$ cat src/rtl/port_rd_scheduler_if.sv
// Handshake bundle between one output port's read scheduler and its surroundings
// (downstream ready, queue status, WRR configuration, read-engine feedback).
interface port_rd_scheduler_if #(
    parameter int PRIO_NUM = 8,
    parameter int PRIO_W   = 3,
    parameter int WT_W     = 4
);
    logic                     ready;
    logic [PRIO_NUM-1:0]      q_nonempty;
    logic                     wrr_en;
    logic [PRIO_NUM*WT_W-1:0] weights;
    logic                     pkt_done;
    logic                     sel_vld;
    logic [PRIO_W-1:0]        sel_prio;
    logic                     busy;
    logic                     ready_pend;

    modport master (
        output ready, q_nonempty, wrr_en, weights, pkt_done,
        input  sel_vld, sel_prio, busy, ready_pend
    );

    modport slave (
        input  ready, q_nonempty, wrr_en, weights, pkt_done,
        output sel_vld, sel_prio, busy, ready_pend
    );
endinterface

$ cat src/rtl/port_rd_scheduler.sv
// Per-output-port read scheduler: picks the priority queue that supplies the next
// packet (packet-count WRR or strict priority) and tracks the packet in flight.
module port_rd_scheduler #(
    parameter int PRIO_NUM = 8,
    parameter int PRIO_W   = 3,
    parameter int WT_W     = 4
) (
    input logic               clk,
    input logic               rst,
    port_rd_scheduler_if.slave bus
);

    typedef enum logic [1:0] {IDLE, GRANT, BUSY} state_t;

    state_t              state;
    state_t              state_next;
    logic [WT_W-1:0]     eff_wt      [PRIO_NUM];
    logic [WT_W-1:0]     credit      [PRIO_NUM];
    logic [WT_W-1:0]     cur_credit  [PRIO_NUM];
    logic [WT_W-1:0]     credit_next [PRIO_NUM];
    logic                fresh;
    logic [PRIO_NUM-1:0] eligible;
    logic [PRIO_W-1:0]   pick;
    logic [PRIO_W-1:0]   sel_prio_q;
    logic                ready_pend_q;
    logic                grant;
    logic                sel_vld;
    logic                busy;

    // While fresh is set the credits read as the current effective weights; this
    // stands in for loading eff_wt at reset and for the per-cycle reload in strict mode.
    always_comb begin
        eligible = '0;
        for (int p = 0; p < PRIO_NUM; p++) begin
            eff_wt[p]     = (bus.weights[p*WT_W +: WT_W] == '0) ? WT_W'(1)
                                                                : bus.weights[p*WT_W +: WT_W];
            cur_credit[p] = fresh ? eff_wt[p] : credit[p];
            eligible[p]   = bus.q_nonempty[p] && (cur_credit[p] != '0);
        end
    end

    always_comb begin
        pick        = '0;
        credit_next = cur_credit;
        if (bus.wrr_en && (eligible != '0)) begin
            for (int p = 0; p < PRIO_NUM; p++) begin
                if (eligible[p]) pick = PRIO_W'(p);
            end
            credit_next[pick] = cur_credit[pick] - WT_W'(1);
        end else begin
            for (int p = 0; p < PRIO_NUM; p++) begin
                if (bus.q_nonempty[p]) pick = PRIO_W'(p);
            end
            if (bus.wrr_en) begin
                credit_next       = eff_wt;
                credit_next[pick] = eff_wt[pick] - WT_W'(1);
            end
        end
    end

    assign grant = (state == IDLE) && (bus.ready || ready_pend_q) && (bus.q_nonempty != '0);

    always_ff @(posedge clk or posedge rst) begin
        if (rst) begin
            state <= IDLE;
        end else begin
            state <= state_next;
        end
    end

    always_comb begin
        state_next = state;
        case (state)
            IDLE:    if (grant) state_next = GRANT;
            GRANT:   state_next = bus.pkt_done ? IDLE : BUSY;
            BUSY:    if (bus.pkt_done) state_next = IDLE;
            default: state_next = IDLE;
        endcase
    end

    always_comb begin
        sel_vld = (state == GRANT);
        busy    = (state != IDLE);
    end

    always_ff @(posedge clk or posedge rst) begin
        if (rst) begin
            fresh <= 1'b1;
            for (int p = 0; p < PRIO_NUM; p++) credit[p] <= '0;
        end else if (!bus.wrr_en) begin
            fresh <= 1'b1;
        end else if (grant) begin
            fresh  <= 1'b0;
            credit <= credit_next;
        end
    end

    // A ready landing in the grant cycle itself survives the clear (set wins).
    always_ff @(posedge clk or posedge rst) begin
        if (rst) begin
            sel_prio_q   <= '0;
            ready_pend_q <= 1'b0;
        end else begin
            ready_pend_q <= bus.ready || (ready_pend_q && !sel_vld);
            if (grant) sel_prio_q <= pick;
        end
    end

    assign bus.sel_vld    = sel_vld;
    assign bus.busy       = busy;
    assign bus.sel_prio   = sel_prio_q;
    assign bus.ready_pend = ready_pend_q;

endmodule

$ cat src/flat_wrapper.sv
// flat-port wrapper written by rule: the top's interface ports become plain ports
module port_rd_scheduler_flat 
#(
    parameter int PRIO_NUM = 8,
    parameter int PRIO_W   = 3,
    parameter int WT_W     = 4
)
  (clk, rst, bus_ready, bus_q_nonempty, bus_wrr_en, bus_weights, bus_pkt_done, bus_sel_vld, bus_sel_prio, bus_busy, bus_ready_pend);
  port_rd_scheduler_if #(.PRIO_NUM(PRIO_NUM), .PRIO_W(PRIO_W), .WT_W(WT_W)) bus_i ();
  input logic clk;
  input logic rst;
  input wire logic [$bits(bus_i.ready)-1:0] bus_ready;
  input wire logic [$bits(bus_i.q_nonempty)-1:0] bus_q_nonempty;
  input wire logic [$bits(bus_i.wrr_en)-1:0] bus_wrr_en;
  input wire logic [$bits(bus_i.weights)-1:0] bus_weights;
  input wire logic [$bits(bus_i.pkt_done)-1:0] bus_pkt_done;
  output wire logic [$bits(bus_i.sel_vld)-1:0] bus_sel_vld;
  output wire logic [$bits(bus_i.sel_prio)-1:0] bus_sel_prio;
  output wire logic [$bits(bus_i.busy)-1:0] bus_busy;
  output wire logic [$bits(bus_i.ready_pend)-1:0] bus_ready_pend;
  assign bus_i.ready = bus_ready;
  assign bus_i.q_nonempty = bus_q_nonempty;
  assign bus_i.wrr_en = bus_wrr_en;
  assign bus_i.weights = bus_weights;
  assign bus_i.pkt_done = bus_pkt_done;
  assign bus_sel_vld = bus_i.sel_vld;
  assign bus_sel_prio = bus_i.sel_prio;
  assign bus_busy = bus_i.busy;
  assign bus_ready_pend = bus_i.ready_pend;
  port_rd_scheduler #(.PRIO_NUM(PRIO_NUM), .PRIO_W(PRIO_W), .WT_W(WT_W)) u_core (.clk(clk), .rst(rst), .bus(bus_i));
endmodule
$ cat config.mk
export PLATFORM = sky130hd
export DESIGN_NAME = port_rd_scheduler_flat
export DESIGN_NICKNAME = d
export VERILOG_FILES = /design/src/rtl/port_rd_scheduler_if.sv /design/src/rtl/port_rd_scheduler.sv /design/src/flat_wrapper.sv
export SDC_FILE = /design/constraint.sdc
export NUM_CORES = 1
export LEC_CHECK = 0
export CORE_ASPECT_RATIO = 1.25
export CORE_MARGIN = 3
export CORE_UTILIZATION = 61
export DETAILED_ROUTE_END_ITERATION = 10
export PLACE_DENSITY_LB_ADDON = 0.15
export SLEW_MARGIN = 30
export SYNTH_ARGS = -nofsm -noshare
export SYNTH_HDL_FRONTEND = slang
export SYNTH_SLANG_ARGS = --single-unit
$ cat constraint.sdc
create_clock -name clk -period 5.9 [get_ports clk]
set_input_delay 1.77 -clock clk [delete_from_list [all_inputs] [get_ports clk]]
set_output_delay 1.77 -clock clk [all_outputs]
set_load 0.01 [all_outputs]
Word-level counts from Yosys, hierarchy flattened:

Index checks and enable logic that the tools add are counted.

* bits in registers: 39
* bits of input ports: 45
* output and inout bits: 6
* word-level logic and storage cells: 116

* add/subtract/negate cells: 2
* $lt $le $gt $ge: 4
* equality and inequality tests: 5
* muxes and demuxes: 52
* bitwise gates (word level): 2
* reduce and logical (&&, ||, !) cells: 39

Operators with widths (count)
* two-way mux 4 bit: 22
* bitwise mux 32 bit: 2
* two-way mux 3 bit: 11
* logical NOT 4 bit: 8
* two-way mux 32 bit: 1
* nonzero test 4 bit: 8
* binary-select mux 4 bit (select 3 bit): 2
* demux 4 bit (select 3 bit): 2
* nonzero test 8 bit: 2
* logical AND 1 bit: 14
* two-way mux 2 bit: 7
* greater-or-equal comparator 4 bit (second input constant): 2
* less-than comparator 4 x 1 -> 1 bit (second input constant): 2
* inverter 3 -> 4 bit: 2
* subtractor 4 x 1 -> 4 bit (second input constant): 2
* case mux 2 bit (3 select lines): 1
* two-way mux 1 bit: 4
* != test 2 x 1 -> 1 bit (second input constant): 2
* AND reduction 2 bit: 2
* == test 2 x 1 -> 1 bit (second input constant): 1
* == test 2 bit (second input constant): 1
* logical NOT 2 bit: 1
* logical OR 1 bit: 2
* != test 2 bit (second input constant): 1
* 2 further kinds: 2

Depth between registers and ports, before layout:

Gate-level depths: netlist of run 1.

* depth after elaboration: 20
* mapped depth: 15
* mapped depth without buffers: 12

Worst setup path after synthesis of run 1:

Ideal clock, no wire load.

* kind: input-to-reg
* start point: input bus_q_nonempty[5]
* end point: register u_core.credit[18] (netlist bit)
* setup time: 0.126 ns
* data arrival time: 4.250 ns
* data required time: 5.774 ns
* slack: 1.524 ns
* cell stages on the path: 13
* buffers on the path: 1
* path through: clkbuf_1 > or4_1 > nor2_1 > nand4_1 > and3_1 > o221ai_1 > inv_1 > ha_1 > xnor2_1 > nor2_1 > a211oi_1 > o31a_1 > o21ai_1

* word-level cells in the longest chain between the ends: 12
* elaborated cells on any way between the ends: 37
* those cells by class: 2 x add/sub; 4 x order compare; 21 x mux; 2 x bitwise; 8 x reduce/logical

RTL lines
* from (decl): line flat_wrapper.sv:13 `input wire logic [$bits(bus_i.q_nonempty)-1:0] bus_q_nonempty;`
* logical AND 1 bit: line port_rd_scheduler.sv:38 `eligible[p] = bus.q_nonempty[p] && (cur_credit[p] != '0);`
* two-way mux 3 bit (3 in series): line port_rd_scheduler.sv:47 `if (eligible[p]) pick = PRIO_W'(p);`
* two-way mux 3 bit: line port_rd_scheduler.sv:45 `if (bus.wrr_en && (eligible != '0)) begin`
* inverter 3 -> 4 bit (not written as such): line port_rd_scheduler.sv:49 `credit_next[pick] = cur_credit[pick] - WT_W'(1);`
* binary-select mux 4 bit (select 3 bit), or another cell as far along: line port_rd_scheduler.sv:49
* two-way mux 4 bit (not written as such) or logical AND 1 bit (tied branches): line port_rd_scheduler.sv:49
* two-way mux 4 bit (not written as such): line port_rd_scheduler.sv:49
* subtractor 4 x 1 -> 4 bit or demux 4 bit (select 3 bit) (tied branches): line port_rd_scheduler.sv:49
* bitwise mux 32 bit: line port_rd_scheduler.sv:49
* two-way mux 32 bit: line port_rd_scheduler.sv:45
* to (signal assigned): line port_rd_scheduler.sv:94 `credit <= credit_next;`
* to (decl): line port_rd_scheduler.sv:18 `logic [WT_W-1:0] credit [PRIO_NUM];`

Several ways; a longest one is shown, not always the timed one. The select of a mux whose other input is x is not followed.
A chain may end at the register's enable or synchronous reset.

Final worst setup path of run 1:

* start point: input bus_q_nonempty[2]
* end point: register u_core.credit[18] (netlist bit)

* word-level cells in the longest chain between the ends: 15
* elaborated cells on any way between the ends: 43
* those cells by class: 2 x add/sub; 4 x order compare; 27 x mux; 2 x bitwise; 8 x reduce/logical

RTL lines (line)
* logical AND 1 bit: port_rd_scheduler.sv:38
* two-way mux 2 bit (2 in series): port_rd_scheduler.sv:47
* two-way mux 3 bit (4 in series): port_rd_scheduler.sv:47
* two-way mux 3 bit: port_rd_scheduler.sv:45
* inverter 3 -> 4 bit (not written as such): port_rd_scheduler.sv:49
* binary-select mux 4 bit (select 3 bit), or another cell as far along: port_rd_scheduler.sv:49
* two-way mux 4 bit (not written as such) or logical AND 1 bit (tied branches): port_rd_scheduler.sv:49
* two-way mux 4 bit (not written as such): port_rd_scheduler.sv:49
* subtractor 4 x 1 -> 4 bit or demux 4 bit (select 3 bit) (tied branches): port_rd_scheduler.sv:49
* bitwise mux 32 bit: port_rd_scheduler.sv:49
* two-way mux 32 bit: port_rd_scheduler.sv:45

Several ways; a longest one is shown, not always the timed one. The select of a mux whose other input is x is not followed.

==> results.md, run 1 <==
- Vertical die dimension: 96.3 um
- Capture point of the worst reg-to-reg path: u_core.credit[31]
- Total of cells resized after clock tree synthesis: 0
- Remaining routing DRC violations: 0
- DIE AREA: 0.00753 mm2
- IO Pins: 51
- Worst R2R Path Depth: 10
- Tcrit/Tclk final: 89.9%
- Power share of the sequential group: 32.0%
- Top flip-flop cell by instance count after synthesis: sky130_fd_sc_hd__dfrtp_1
- P_leak: 1.86 nW
- Final period demand of the worst path: 5310 ps
- Number of cell rows: 32
- Total nets after synthesis: 567
- Number of synthesized register bits: 39
- Detail Route Antenna Nets: 0
- Asr flop ratio synth: 100%
- Number of flops mapped to enable cells by yosys: 0
- DP Wirelength: 11,000 um
- Post-synthesis cell count: 520
- Setup crit start: bus_q_nonempty[2]
- Pre-CTS setup slack: 387 ps
- Count of final hold-check violations: 0
- Count of unique library cells instantiated by Yosys: 74
- Area of the core: 0.00625 mm2
- Number of diodes: 0
- Count of H-tree levels built during CTS: 2
- Ratio of total power to cell area: 360 mW/mm2
- Average detailed-routed wire length per instance: 23.0 um
- Signed area change from the synthesized netlist to the final layout: 17.9%
- Post-layout net count: 609
- Layout cell share with drive strength beyond 1: 11.9%
- Clock tree from TritonCTS: done
- Mapped Avg Cell Area: 7.64 um2
- Starting utilization of the core area: 63.6%
- CTS sink cnt: 39
- Maximum clock path buffer count: 2
- Logic pwr share: 53.4%
- Cell-internal power: 0.000907 W
- Hold-fix buffers at CTS: 0
- Relative slew margins: 46.2%
- Sw power: 0.000780 W
- Post-detailed-routing wire length: 14,900 um
- Worst hold path stage count: 2
- CTS Buf Count: 5
- Netlist Area Pre-Place: 0.00398 mm2
- Root buffer cell: sky130_fd_sc_hd__clkbuf_8
- Max rail drop VDD: 246 uV
- DRT iter0 DRCs: 760
- Weighted congestion at the end of routability-driven global placement: 1.04
- Pin count of the biggest net entering global routing: 40
- Die Width: 78.2 um
- Hold EP: u_core.credit[24]
- Final setup violation count: 0
- Switching Fraction: 46.2%
- Wire length of the first global-routing pass: 22,900 um
- Endpoint type of the worst setup path: flip-flop
- Gr ovfl total: 0
- Count of maximum capacitance violations: 0
- Worst Path Class, Setup: in -> reg
- Detailed Routing Iterations Pass 1: 6
- Highest fanout seen on the critical path: 11
- Startpoint of the worst register-to-register path: u_core.fresh
- Required time at the endpoint of the critical path: 6080 ps
- Count of buffers added by post-CTS timing repair for setup: 0
- Final-report max-slew violation count: 0
- Clk network pwr share: 14.6%
- Number of global-route vias before repair: 4,268
- Clk_skew: 12.4 ps
- Number of port buffers: 50
- Total Neg Setup Slack: 0 ps
- Clk_lat worst skew: 310 ps
- Slew at the pin closest to its max-slew limit: 801 ps
- Number of vias in the routed layout: 4,661
- Sequential share of the synthesized area: 24.6%
- RSZ-0062 raised after global routing: no
- R2R Setup Slk: 1680 ps
- Total global-route track usage: 39.8%
- Data arrival time at the worst-slack endpoint: 5490 ps
- Yosys synthesis warning count: 0
- Post-route setup slack: 594 ps
- Clock transition at the registers of the reported paths: 80 ps
- Ratio of routed vias to standard cells: 7.19
- Initial antenna violation count: 0
- Highest clock rate: 0.188 GHz
- Element type at the critical path start: input port
- Worst hold slack across all endpoints: 490 ps
- Launch instance of the worst min-delay path: u_core.credit[24]
- Outcome: complete, no violations
- Min-Delay Path Class: reg -> reg
## power by group through the flow
stage	clock network (W)	logic (W)	registers [W]
global route	0.000256	0.000964	0.000557
global placement	0	0.000848	0.000525
detailed placement	0	0.000869	0.000535
floorplan	0	0.000622	0.000482
CTS	0.000247	0.000872	0.000529
finish	0.000247	0.000901	0.000540
## synthesized netlist by cell type (3+ instances only)
cell | number | area (um2)
sky130_fd_sc_hd__o21ai_0 | 35 | 175
sky130_fd_sc_hd__inv_1 | 9 | 33.8
sky130_fd_sc_hd__nor2_1 | 60 | 225
sky130_fd_sc_hd__xnor2_1 | 5 | 43.8
sky130_fd_sc_hd__a21o_1 | 3 | 22.5
sky130_fd_sc_hd__o31ai_1 | 6 | 45.0
sky130_fd_sc_hd__nor2b_1 | 3 | 18.8
sky130_fd_sc_hd__buf_2 | 10 | 50.1
sky130_fd_sc_hd__or2_2 | 3 | 18.8
sky130_fd_sc_hd__clkbuf_1 | 17 | 63.8
sky130_fd_sc_hd__o31a_1 | 4 | 35.0
sky130_fd_sc_hd__o41ai_1 | 4 | 35.0
sky130_fd_sc_hd__xor2_1 | 4 | 35.0
sky130_fd_sc_hd__nor3_2 | 3 | 30.0
sky130_fd_sc_hd__o211ai_1 | 7 | 52.6
sky130_fd_sc_hd__nor4_1 | 3 | 18.8
sky130_fd_sc_hd__and3_1 | 4 | 25.0
sky130_fd_sc_hd__a311oi_1 | 3 | 26.3
sky130_fd_sc_hd__mux2_2 | 17 | 191
sky130_fd_sc_hd__o22ai_1 | 9 | 56.3
sky130_fd_sc_hd__o21ai_1 | 4 | 20.0
sky130_fd_sc_hd__a211oi_1 | 12 | 90.1
sky130_fd_sc_hd__dfrtp_1 | 38 | 951
sky130_fd_sc_hd__or4_1 | 4 | 30.0
sky130_fd_sc_hd__a21oi_1 | 42 | 210
sky130_fd_sc_hd__o41a_1 | 3 | 33.8
sky130_fd_sc_hd__nand2_1 | 72 | 270
sky130_fd_sc_hd__nand3_1 | 6 | 30.0
sky130_fd_sc_hd__a22o_1 | 4 | 35.0
sky130_fd_sc_hd__o21a_1 | 4 | 30.0
sky130_fd_sc_hd__a31oi_1 | 11 | 68.8
sky130_fd_sc_hd__or3_1 | 3 | 18.8
sky130_fd_sc_hd__nor3_1 | 23 | 115
sky130_fd_sc_hd__a22oi_1 | 5 | 37.5
sky130_fd_sc_hd__mux2i_1 | 30 | 300
## cells in the final DEF (no fill, tap or decap), types with 4 or more instances in the layout
| master | Yosys | routed |
|---|---|---|
| sky130_fd_sc_hd__buf_4 | 1 | 16 |
| sky130_fd_sc_hd__inv_1 | 9 | 9 |
| sky130_fd_sc_hd__mux2i_1 | 30 | 30 |
| sky130_fd_sc_hd__a31oi_1 | 11 | 11 |
| sky130_fd_sc_hd__nor3_1 | 23 | 23 |
| sky130_fd_sc_hd__xor2_1 | 4 | 4 |
| sky130_fd_sc_hd__dfrtp_1 | 38 | 38 |
| sky130_fd_sc_hd__o22ai_1 | 9 | 9 |
| sky130_fd_sc_hd__and3_1 | 4 | 4 |
| sky130_fd_sc_hd__o21a_1 | 4 | 4 |
| sky130_fd_sc_hd__clkbuf_8 | 0 | 6 |
| sky130_fd_sc_hd__or4_1 | 4 | 4 |
| sky130_fd_sc_hd__clkdlybuf4s50_1 | 0 | 50 |
| sky130_fd_sc_hd__o211ai_1 | 7 | 7 |
| sky130_fd_sc_hd__o31a_1 | 4 | 4 |
| sky130_fd_sc_hd__nor2_1 | 60 | 60 |
| sky130_fd_sc_hd__o21ai_0 | 35 | 35 |
| sky130_fd_sc_hd__a211oi_1 | 12 | 12 |
| sky130_fd_sc_hd__o21ai_1 | 4 | 4 |
| sky130_fd_sc_hd__mux2_2 | 17 | 17 |
| sky130_fd_sc_hd__nand3_1 | 6 | 6 |
| sky130_fd_sc_hd__nand2_1 | 72 | 72 |
| sky130_fd_sc_hd__o31ai_1 | 6 | 6 |
| sky130_fd_sc_hd__a22o_1 | 4 | 4 |
| sky130_fd_sc_hd__a21oi_1 | 42 | 42 |
| sky130_fd_sc_hd__a22oi_1 | 5 | 5 |
| sky130_fd_sc_hd__xnor2_1 | 5 | 5 |
## worst max-delay path, cell delays in order
cell                              delay, ps
sky130_fd_sc_hd__clkdlybuf4s50_1        570
sky130_fd_sc_hd__nor3b_1                420
sky130_fd_sc_hd__o31ai_1                160
sky130_fd_sc_hd__nand2_1                410
sky130_fd_sc_hd__o311ai_1               160
sky130_fd_sc_hd__a221oi_2               520
sky130_fd_sc_hd__inv_1                  100
sky130_fd_sc_hd__ha_1                   210
sky130_fd_sc_hd__xnor2_1                590
sky130_fd_sc_hd__nor2_1                 110
sky130_fd_sc_hd__a211oi_1               260
sky130_fd_sc_hd__o31a_1                 160
sky130_fd_sc_hd__o21ai_1                 60
## flip-flops by register name, summed over array words and instances (netlist names)
signal / cells
u_core.state: 2
u_core.bus.sel_prio: 3
u_core.bus.ready_pend: 1
u_core.credit: 32
u_core.fresh: 1
## cell families after synthesis
group           synth area share [%]
compound gates                  31.9
buf+inv                         4.38
mux                             12.4
simple gates                    23.7
xor+xnor                        2.39
fa+ha+maj                      0.629
flops                           24.6
## final cells by class
| type | instances | area, um2 |
|---|---|---|
| well taps | 85 | 106 |
| inverters | 9 | 33.8 |
| clock buffers | 6 | 82.6 |
| multi-input cells | 441 | 2830 |
| repair buffers | 66 | 621 |
| clock inverters | 2 | 35.0 |
| flip-flops and latches | 39 | 977 |
| fillers | 500 | 1560 |
## through the flow
| step | total power, W | std cells | area (um2) | utilization, % |
|---|---|---|---|---|
| 2_1_floorplan | 0.00110 | 520 | 3980 | - |
| 3_3_place_gp | 0.00137 | 640 | 4560 | 73.0 |
| 3_5_place_dp | 0.00140 | 640 | 4560 | 73.0 |
| 4_1_cts | 0.00165 | 648 | 4680 | 74.9 |
| 5_1_grt | 0.00178 | 648 | 4690 | 75.0 |
| 6_report | 0.00169 | 648 | 4690 | 75.0 |
## layer usage
| layer | track usage [%] | vias to the layer above | wire [um] | part of all wire, % |
|---|---|---|---|---|
| met4 | 19.1 | 0 | 892 | 6.0 |
| met1 | 52.4 | 2135 | 5460 | 37 |
| met2 | 63.7 | 390 | 6730 | 45 |
| met5 | 0 | - | 0 | 0 |
| li1 | - | 2042 | - | - |
| met3 | 6.74 | 94 | 1840 | 12 |
## worst max path at each step
stage	to	slack (ps)	cells after the start
floorplan	u_core.credit[18]	1520	13
global placement	u_core.credit[18]	520	13
detailed placement	u_core.credit[18]	390	13
CTS	u_core.credit[18]	670	13
global route	u_core.credit[18]	310	13
finish	u_core.credit[18]	590	13
No activity file was read; power rests on OpenSTA's default activity.
==> inputs of run 2 (changes only) <==
clock period = 6.55 ns   (was 5.9 ns; I/O delays follow)
==> results.md, run 2 (synthesis gave the netlist of run 1 again) <==
- Slew at the pin closest to its max-slew limit: 975 ps (+175 ps)
- Final period demand of the worst path: 5660 ps
- Clk network pwr share: 12.6% (-2.0 points)
- P_leak: 1.82 nW (-1.7%)
- Launch instance of the worst min-delay path: u_core.credit[24]
- Ratio of total power to cell area: 319 mW/mm2 (-11%)
- Maximum clock path buffer count: 2 (unchanged)
- Number of cells in the design after placement: 636 (-0.63%)
- Required time at the endpoint of the critical path: 6730 ps (+650 ps)
- DIE AREA: 0.00753 mm2 (unchanged)
- IO Pins: 51 (unchanged)
- DP Wirelength: 11,100 um (+0.92%)
- Power share of the sequential group: 33.0% (+1.0 points)
- Endpoint type of the worst setup path: flip-flop
- Final-report max-slew violation count: 0 (unchanged)
- Initial antenna violation count: 0 (unchanged)
- Total Neg Setup Slack: 0 ps (unchanged)
- Element type at the critical path start: input port
- RSZ-0062 raised after global routing: no
- Worst R2R Path Depth: 13 (+3)
- Hold-fix buffers at CTS: 0 (unchanged)
- Hold EP: u_core.credit[24]
- Detail Route Antenna Nets: 0 (unchanged)
- Signed area change from the synthesized netlist to the final layout: 16.6%
- Count of buffers added by post-CTS timing repair for setup: 0 (unchanged)
- Count of placed standard cells in the final layout, fillers left out: 644 (-0.62%)
- Weighted congestion at the end of routability-driven global placement: 1.07 (+3.3%)
- Gr ovfl total: 0 (unchanged)
- Clock transition at the registers of the reported paths: 80 ps (about the same)
- Clk_skew: 8.87 ps (-3.55 ps)
- Number of flip-flops in the largest register: 32 (unchanged)
- Top reg by flops: u_core.credit
- Logic pwr share: 54.4% (+1.0 points)
- Vertical die dimension: 96.3 um (unchanged)
- Relative slew margins: 34.1% (-12 points)
- Count of H-tree levels built during CTS: 2 (unchanged)
- Clk_lat worst skew: 300 ps (about the same)
- Pin count of the biggest net entering global routing: 40 (unchanged)
- Clock tree from TritonCTS: done
- Sw power: 0.000689 W (-12%)
- Worst Path Class, Setup: in -> reg
- Final setup violation count: 0 (unchanged)
- Capture point of the worst reg-to-reg path: u_core.credit[9]
- Remaining routing DRC violations: 0 (unchanged)
- Wire length of the first global-routing pass: 23,100 um (+0.66%)
- Number of cell rows: 32 (unchanged)
- Cell-internal power: 0.000788 W (-13%)
- Data arrival time at the worst-slack endpoint: 5840 ps (+350 ps)
- Worst hold path stage count: 2 (unchanged)
- Root buffer cell: sky130_fd_sc_hd__clkbuf_8
- Die Width: 78.2 um (unchanged)
- Number of vias in the routed layout: 4,691 (+0.64%)
- Layout cell share with drive strength beyond 1: 11.1% (-0.81 points)
- Ratio of routed vias to standard cells: 7.28 (+1.3%)
- # fillers: 526 (+5.2%)
- Most frequent cells in the layout: sky130_fd_sc_hd__nand2_1 (72), sky130_fd_sc_hd__nor2_1 (60), sky130_fd_sc_hd__clkdlybuf4s50_1 (50)
- Switching Fraction: 46.6% (+0.39 points)
- Outcome: complete, no violations
- Number of global-route vias before repair: 4,410 (+3.3%)
- Highest fanout seen on the critical path: 11 (unchanged)
- Count of final hold-check violations: 0 (unchanged)
- Max rail drop VDD: 186 uV (-24%)
- Total global-route track usage: 39.8% (about the same)
- DRT iter0 DRCs: 780 (+2.6%)
- Most common cell after layout, fill and taps aside: sky130_fd_sc_hd__nand2_1
- CTS Buf Count: 5 (unchanged)
- Area occupied by registers: 977 um2 (unchanged)
- Detailed Routing Iterations Pass 1: 7 (+1)
- R2R Setup Slk: 2510 ps (+830 ps)
- Tcrit/Tclk final: 86.4%
- Count of maximum capacitance violations: 0 (unchanged)
- Startpoint of the worst register-to-register path: u_core.fresh
- Average detailed-routed wire length per instance: 22.9 um (-0.50%)
- CTS sink cnt: 39 (unchanged)
- Number of diodes: 0 (unchanged)
- Post-route setup slack: 892 ps (+298 ps)
- Post-detailed-routing wire length: 14,800 um (-1.1%)
- Highest clock rate: 0.177 GHz
- Area of the core: 0.00625 mm2 (unchanged)
- Min-Delay Path Class: reg -> reg
- Total of cells resized after clock tree synthesis: 0 (unchanged)
- Pre-CTS setup slack: 752 ps (+366 ps)
- Post-layout net count: 605 (-0.66%)
- Footprint of the multi-input gates: 0.00283 mm2 (-0.22%)
- Starting utilization of the core area: 63.6% (unchanged)
- Number of port buffers: 50 (unchanged)
## run 2: worst max-delay path, cell delays in order
cell and delay (ps):
sky130_fd_sc_hd__clkdlybuf4s50_1 740, sky130_fd_sc_hd__nor2_1 150, sky130_fd_sc_hd__o31ai_1 550, sky130_fd_sc_hd__o311ai_1 260, sky130_fd_sc_hd__a221oi_2 840, sky130_fd_sc_hd__inv_1 100
sky130_fd_sc_hd__ha_1 230, sky130_fd_sc_hd__xnor2_1 330, sky130_fd_sc_hd__buf_4 210, sky130_fd_sc_hd__nor2_1 50, sky130_fd_sc_hd__a211oi_1 200, sky130_fd_sc_hd__or3_1 140
sky130_fd_sc_hd__o211ai_1 80
## run 2: area by class of cell
cell class	instances	share of cell area [%]
Tap cell	85	2.30
Inverter	9	0.729
Multi-Input combinational cell	441	61.0
Sequential cell	39	21.1
Timing Repair Buffer	62	12.7
Clock buffer	8	2.16
## run 2: layer usage
| metal | routed length [um] | track usage (%) |
|---|---|---|
| met1 | 5540 | 51.1 |
| met2 | 6390 | 61.7 |
| met3 | 1800 | 7.21 |
| met4 | 1030 | 25.7 |
| met5 | 0 | 0 |
## run 2: power by group through the flow
stage / Clock [W] / Sequential [W] / Combinational, W
floorplan: 0 / 0.000434 / 0.000560
global placement: 0 / 0.000477 / 0.000759
detailed placement: 0 / 0.000486 / 0.000778
CTS: 0.000188 / 0.000481 / 0.000780
global route: 0.000196 / 0.000500 / 0.000859
finish: 0.000186 / 0.000488 / 0.000803
## run 2: worst max path at each step
stage / from / slack, ps / end / depth (start not counted)
detailed placement: bus_q_nonempty[4] / 750 / u_core.credit[14] / 14
global placement: bus_q_nonempty[4] / 920 / u_core.credit[14] / 14
global route: bus_q_nonempty[4] / 640 / u_core.credit[14] / 14
finish: bus_q_nonempty[3] / 890 / u_core.credit[14] / 13
CTS: bus_q_nonempty[4] / 1050 / u_core.credit[14] / 14
floorplan: bus_q_nonempty[5] / 1980 / u_core.credit[18] / 13
## run 2: metrics by stage
| step | utilization [%] | hold slack, ps | instance area (um2) | power (W) |
|---|---|---|---|---|
| after floorplan | - | 442 | 3980 | 0.000994 |
| after global placement | 72.6 | 458 | 4530 | 0.00124 |
| after detailed placement | 72.6 | 472 | 4530 | 0.00126 |
| after CTS | 74.2 | 490 | 4630 | 0.00145 |
| after global routing | 74.2 | 533 | 4630 | 0.00155 |
| final | 74.2 | 493 | 4630 | 0.00148 |
